<file path="config.mk">
export PLATFORM = sky130hd
export DESIGN_NAME = cpu_test_monitor
export DESIGN_NICKNAME = d
export VERILOG_FILES = /design/src/rtl/cpu_test_mon_pkg.sv /design/src/rtl/pc_win_match.sv /design/src/rtl/cpu_test_monitor.sv
export SDC_FILE = /design/constraint.sdc
export NUM_CORES = 1
export LEC_CHECK = 0
export ABC_CLOCK_PERIOD_IN_PS = 3430
export BUFFER_PORTS_ARGS = -buffer_cell sky130_fd_sc_hd__buf_2
export CAP_MARGIN = 10
export CORE_MARGIN = 2
export CORE_UTILIZATION = 52
export DETAILED_ROUTE_END_ITERATION = 10
export PLACE_DENSITY = 0.91
export SKIP_LAST_GASP = 1
export SLEW_MARGIN = 10
export SYNTH_ARGS = -nofsm -noshare
export SYNTH_HDL_FRONTEND = slang
export SYNTH_SLANG_ARGS = --single-unit
</file>
<file path="constraint.sdc">
create_clock -name clk -period 3.43 [get_ports clk]
set_input_delay 0.8575 -clock clk [delete_from_list [all_inputs] [get_ports clk]]
set_output_delay 0.8575 -clock clk [all_outputs]
set_load 0.02 [all_outputs]
</file>
<file path="src/rtl/cpu_test_mon_pkg.sv">
// Shared types and constants for the CPU test monitor.
package cpu_test_mon_pkg;

  localparam int unsigned MAX_WIN = 8;

  typedef enum logic [1:0] {
    IDLE = 2'd0,
    RUN  = 2'd1,
    PASS = 2'd2,
    FAIL = 2'd3
  } state_e;

endpackage

</file>
<file path="src/rtl/pc_win_match.sv">
// Combinational compare of the program counter against every pass window.
module pc_win_match
  import cpu_test_mon_pkg::*;
#(
  parameter int unsigned PC_W    = 16,
  parameter int unsigned NUM_WIN = 2
) (
  input  logic [PC_W-1:0]         pc,
  input  logic                    pc_vld,
  input  logic [NUM_WIN*PC_W-1:0] win_lo,
  input  logic [NUM_WIN*PC_W-1:0] win_hi,
  output logic [NUM_WIN-1:0]      match_c,
  output logic [NUM_WIN-1:0]      first_c
);

  localparam int unsigned N_CMP = (NUM_WIN > MAX_WIN) ? MAX_WIN : NUM_WIN;

  // An inverted window (lo > hi) can never match.
  always_comb begin
    match_c = '0;
    for (int k = 0; k < int'(N_CMP); k++) begin
      match_c[k] = pc_vld &&
                   (win_lo[k*PC_W +: PC_W] <= win_hi[k*PC_W +: PC_W]) &&
                   (win_lo[k*PC_W +: PC_W] <= pc) &&
                   (pc <= win_hi[k*PC_W +: PC_W]);
    end
    first_c = match_c & (~match_c + NUM_WIN'(1));
  end

endmodule

</file>
<file path="src/rtl/cpu_test_monitor.sv">
// Watches a CPU program counter and judges a test run by pass windows.
// Optional trace outputs (first_hit_cyc, last_pc) under CPU_TEST_MON_TRACE_EN.
module cpu_test_monitor
  import cpu_test_mon_pkg::*;
#(
  parameter int unsigned PC_W       = 16,
  parameter int unsigned NUM_WIN    = 2,
  parameter int unsigned CNT_W      = 16,
  parameter int unsigned STABLE_CYC = 8
) (
  input  logic                    clk,
  input  logic                    rst,
  input  logic                    start,
  input  logic [PC_W-1:0]         pc,
  input  logic                    pc_vld,
  input  logic [NUM_WIN*PC_W-1:0] win_lo,
  input  logic [NUM_WIN*PC_W-1:0] win_hi,
  input  logic [CNT_W-1:0]        limit,
  output logic                    busy,
  output logic                    done,
  output logic                    pass,
  output logic [NUM_WIN-1:0]      hit_win,
  output logic [CNT_W-1:0]        cycles
`ifdef CPU_TEST_MON_TRACE_EN
  ,
  output logic [CNT_W-1:0]        first_hit_cyc,
  output logic [PC_W-1:0]         last_pc
`endif
);

  localparam int unsigned ST_W = $clog2(STABLE_CYC + 1);

  state_e               state_q, state_d;
  logic [CNT_W-1:0]     cycles_q, cycles_d;
  logic [ST_W-1:0]      stable_q, stable_d;
  logic [NUM_WIN-1:0]   hit_q, hit_d;
  logic                 busy_q, busy_d;
  logic                 done_q, done_d;
  logic                 pass_q, pass_d;
  logic [NUM_WIN-1:0]   match_c;
  logic [NUM_WIN-1:0]   first_c;
  logic                 any_c;
  logic                 early_c;
  logic                 expire_c;

  pc_win_match #(
    .PC_W   (PC_W),
    .NUM_WIN(NUM_WIN)
  ) u_match (
    .pc     (pc),
    .pc_vld (pc_vld),
    .win_lo (win_lo),
    .win_hi (win_hi),
    .match_c(match_c),
    .first_c(first_c)
  );

  assign any_c    = |match_c;
  assign early_c  = any_c && ((stable_q + ST_W'(1)) == ST_W'(STABLE_CYC));
  assign expire_c = (cycles_q == limit);

  // Next-state and run bookkeeping; a start always (re)arms a fresh run.
  always_comb begin
    state_d  = state_q;
    cycles_d = cycles_q;
    stable_d = stable_q;
    hit_d    = hit_q;
    if (start) begin
      state_d  = RUN;
      cycles_d = '0;
      stable_d = '0;
      hit_d    = '0;
    end else if (state_q == RUN) begin
      cycles_d = (cycles_q == '1) ? cycles_q : cycles_q + CNT_W'(1);
      if (pc_vld) begin
        stable_d = any_c ? stable_q + ST_W'(1) : '0;
      end
      if (early_c || (expire_c && any_c)) begin
        state_d = PASS;
        hit_d   = first_c;
      end else if (expire_c) begin
        state_d = FAIL;
        hit_d   = '0;
      end
    end
    busy_d = (state_d == RUN);
    done_d = (state_d == PASS) || (state_d == FAIL);
    pass_d = (state_d == PASS);
  end

  always_ff @(posedge clk) begin
    if (rst) begin
      state_q  <= IDLE;
      cycles_q <= '0;
      stable_q <= '0;
      hit_q    <= '0;
      busy_q   <= 1'b0;
      done_q   <= 1'b0;
      pass_q   <= 1'b0;
    end else begin
      state_q  <= state_d;
      cycles_q <= cycles_d;
      stable_q <= stable_d;
      hit_q    <= hit_d;
      busy_q   <= busy_d;
      done_q   <= done_d;
      pass_q   <= pass_d;
    end
  end

  assign busy    = busy_q;
  assign done    = done_q;
  assign pass    = pass_q;
  assign hit_win = hit_q;
  assign cycles  = cycles_q;

`ifdef CPU_TEST_MON_TRACE_EN
  logic [CNT_W-1:0] first_hit_q, first_hit_d;
  logic             seen_q, seen_d;
  logic [PC_W-1:0]  last_pc_q, last_pc_d;

  // All-ones marks "no window match yet in this run".
  always_comb begin
    first_hit_d = first_hit_q;
    seen_d      = seen_q;
    last_pc_d   = last_pc_q;
    if (start) begin
      first_hit_d = '1;
      seen_d      = 1'b0;
      last_pc_d   = '0;
    end else if (state_q == RUN) begin
      if (any_c && !seen_q) begin
        first_hit_d = cycles_q;
        seen_d      = 1'b1;
      end
      if (pc_vld) begin
        last_pc_d = pc;
      end
    end
  end

  always_ff @(posedge clk) begin
    if (rst) begin
      first_hit_q <= '1;
      seen_q      <= 1'b0;
      last_pc_q   <= '0;
    end else begin
      first_hit_q <= first_hit_d;
      seen_q      <= seen_d;
      last_pc_q   <= last_pc_d;
    end
  end

  assign first_hit_cyc = first_hit_q;
  assign last_pc       = last_pc_q;
`endif

endmodule

</file>
==> metrics <==
CTS Buf Count 3; sequential element share of the synthesized area 0.147; DRT Wirelength 9940 um; Max-slew headroom 0.611; Die X 88.1 um; Hold Crit Class flop to flop; Detail Route Antenna Nets 0; Most used DFF post-synth dfxtp_1; hpwl dp around 8700 um; Reg2Reg Depth 8; Tcrit/Tclk final 0.872; unrepaired setup endpoints after global routing false; crit path max-delay cell type nor4_1; pre-CTS worst setup slack ~210 ps; Clk Latency, worst-skew pair about 270 ps; number of synthesized flops with an enable pin 0; antenna cells 0; Mean Syn Cell Area between 8 and 9 um^2; top cell type's share of synthesized area 0.337; largest area contributor in the synthesized netlist ha_1; Tot GR Track Use 0.260; P_leak ~0.0023 uW; delay-heaviest family, CP compound AO/OA/AOI/OAI gates; io pins about 120; H-tree Lvls 1; sum of negative setup slack 0 ps; clock sinks 27; Via Count ~3800; Post-Route Skew ~2.8 ps; Peak VDD IR 0.125 mV; I/O Buffers 120; minimum clock period roughly 3000 ps; CTS tree built; Async SR Flop Fraction 0; initial cell density of the core 0.538; DRT Pass-1 Iters 5; Max-Cap Viols 0; area grow syn2layout 20.6%; CP endpoint hit_win[1]; Longest Clk Path Bufs 2; Remaining DRCs 0; worst setup margin between 400 and 500 ps; Core Rows 30; startpoint types input port; height of the die 88.1 um; layout cells sized above 1 0.240; R2R Path End cycles[15]; Synth Register Bits 27; Ys Warns 0; hold_buf cts 0; crit path from win_hi[14]; Critical Path End Type flop; syn_nets 651; Remaining Overflow, GRT 0; Worst R2R Setup Slack approximately 1300 ps; fmax about 0.33 GHz; Setup Crit Path Kind input port to flop; critical path arrival between 3000 and 4000 ps; RePlAce Congestion between 0.9 and 1; post-DR wirelength/cell around 15 um; Yosys cell types 49; vias per inst approximately 5.6; initial antenna violation count 0; Core ar. around 7000 um^2; crit path buf inv count 2; Detailed Route Iter0 Violations approximately 160; first-pass GRT wire length about 16000 um; Resize count post-CTS 0; die area roughly 7800 um^2; CP peak stage delay ~460 ps; Least-Margin Pin Slew between 500 and 600 ps; pwr/cell area slightly below 200 nW/um^2; nets approximately 770; critical path depth 11; Hold Path Cell Cnt 2; mapped cell area approximately 3700 um^2; Final Max Slew Viols 0; Worst Path Max Fanout 7; Clock Tree Root clkbuf_8; status finished clean; top cells by area, synth ha_1 (34%), dfxtp_1 (15%), a21oi_1 (6.0%); cells along the critical path buf_2 > inv_1 > ha_1 > nand4_1 > nor4_1 > nor3_1 > o31a_2 > a211oi_2 > a22oi_2 > o31ai_4 > mux2i_1; CP required about 3600 ps; largest net degree at the start of global routing 22; RR Startpoint cycles[8]; Clock transition at path regs approximately 90 ps; final hold violation count 0; Setup Viol. Count Final 0; Post-Synthesis Cells around 450; Setup Buffers After CTS 0; vias in the first global route 3783
==> placed cells by master (no fill, tap or decap), types with 4 or more instances in the layout <==
master,synthesis,layout
o21ai_0,11,11
inv_1,55,55
nor3_1,4,4
xnor2_1,23,23
a221oi_1,4,4
xor2_1,8,8
buf_2,0,120
a21oi_1,44,44
or3_1,4,4
nor2_1,25,25
dfxtp_1,27,27
nand2_1,29,29
o211ai_1,8,8
nand4_1,28,28
nand3_1,16,16
nor2b_1,14,14
ha_1,99,99
==> state kept, by name (all words and copies together), names as in the netlist <==
signal    cells
state_q       2
busy          1
hit_win       2
pass          1
cycles       16
done          1
stable_q      4
==> cell families after synthesis <==
logic type      Yosys count  share of synthesized area
fa+ha+maj                99                      0.337
buf+inv                  57                     0.0582
simple gates            145                      0.211
xor+xnor                 31                     0.0738
mux                       3                    0.00816
compound gates           90                      0.165
flops                    27                      0.147
==> metrics by stage <==
step / cells / hold WS [ps] / total power (uW) / utilization / area (um^2)
6_report: 670 / 482 / 872 / 0.650 / 4440
5_1_grt: 670 / 516 / 937 / 0.650 / 4440
4_1_cts: 670 / 477 / 867 / 0.650 / 4440
3_5_place_dp: 666 / 459 / 689 / 0.643 / 4390
3_3_place_gp: 666 / 450 / 672 / 0.643 / 4390
2_1_floorplan: 452 / 465 / 548 / - / 3680
==> final cells by class <==
type	count	area, um^2
Multi-Input combinational cell	368	2920
Fill cell	596	2390
Timing Repair Buffer	120	601
Sequential cell	27	541
Inverter	55	206
Tap cell	96	120
Clock buffer	3	41.3
Clock inverter	1	5.00
==> worst min-delay path, stage by stage (launching register included) <==
cell and delay (ps):
dfxtp_1 320, nand2_1 60, mux2i_1 60
==> power by group <==
part	internal [uW]	total [uW]	switching, uW
logic	167	371	204
clock network	81.5	182	101
registers	316	318	2.77
==> cells in the mapped netlist (all sizes together), types with 2 or more instances <==
master	instances
nand2b	2
nand4	29
nor4	3
xnor2	23
o21ai	11
a21o	4
xor2	8
clkbuf	2
dfxtp	27
nand3	16
nor3	4
nand2	29
a2111o	2
nor3b	2
inv	55
and4	2
o31ai	3
ha	99
or3	4
nor2b	14
and3	3
a211oi	2
or4	2
a221oi	4
o21a	3
and2	4
o31a	3
a21boi	2
nor2	25
mux2i	3
or2	2
a21oi	44
o211ai	8
==> routing by layer <==
layer | routed length (um) | part of all wire | up-vias | track usage
li1 | - | - | 1885 | -
met1 | 4420 | 0.44 | 1706 | 0.327
met2 | 4730 | 0.48 | 152 | 0.461
met3 | 578 | 0.058 | 26 | 0.0320
met4 | 216 | 0.022 | 0 | 0.0840
met5 | 0 | 0 | - | 0
==> worst min path at each step <==
stage             endpoint  slack (ps)   startpoint
2_1_floorplan  stable_q[1]         460  stable_q[1]
3_3_place_gp    hit_win[0]         450   hit_win[0]
3_5_place_dp    hit_win[0]         460   hit_win[0]
4_1_cts         hit_win[0]         480   hit_win[0]
5_1_grt         hit_win[0]         520   hit_win[0]
6_report        hit_win[0]         480   hit_win[0]
(Power assumes the default switching activity.)
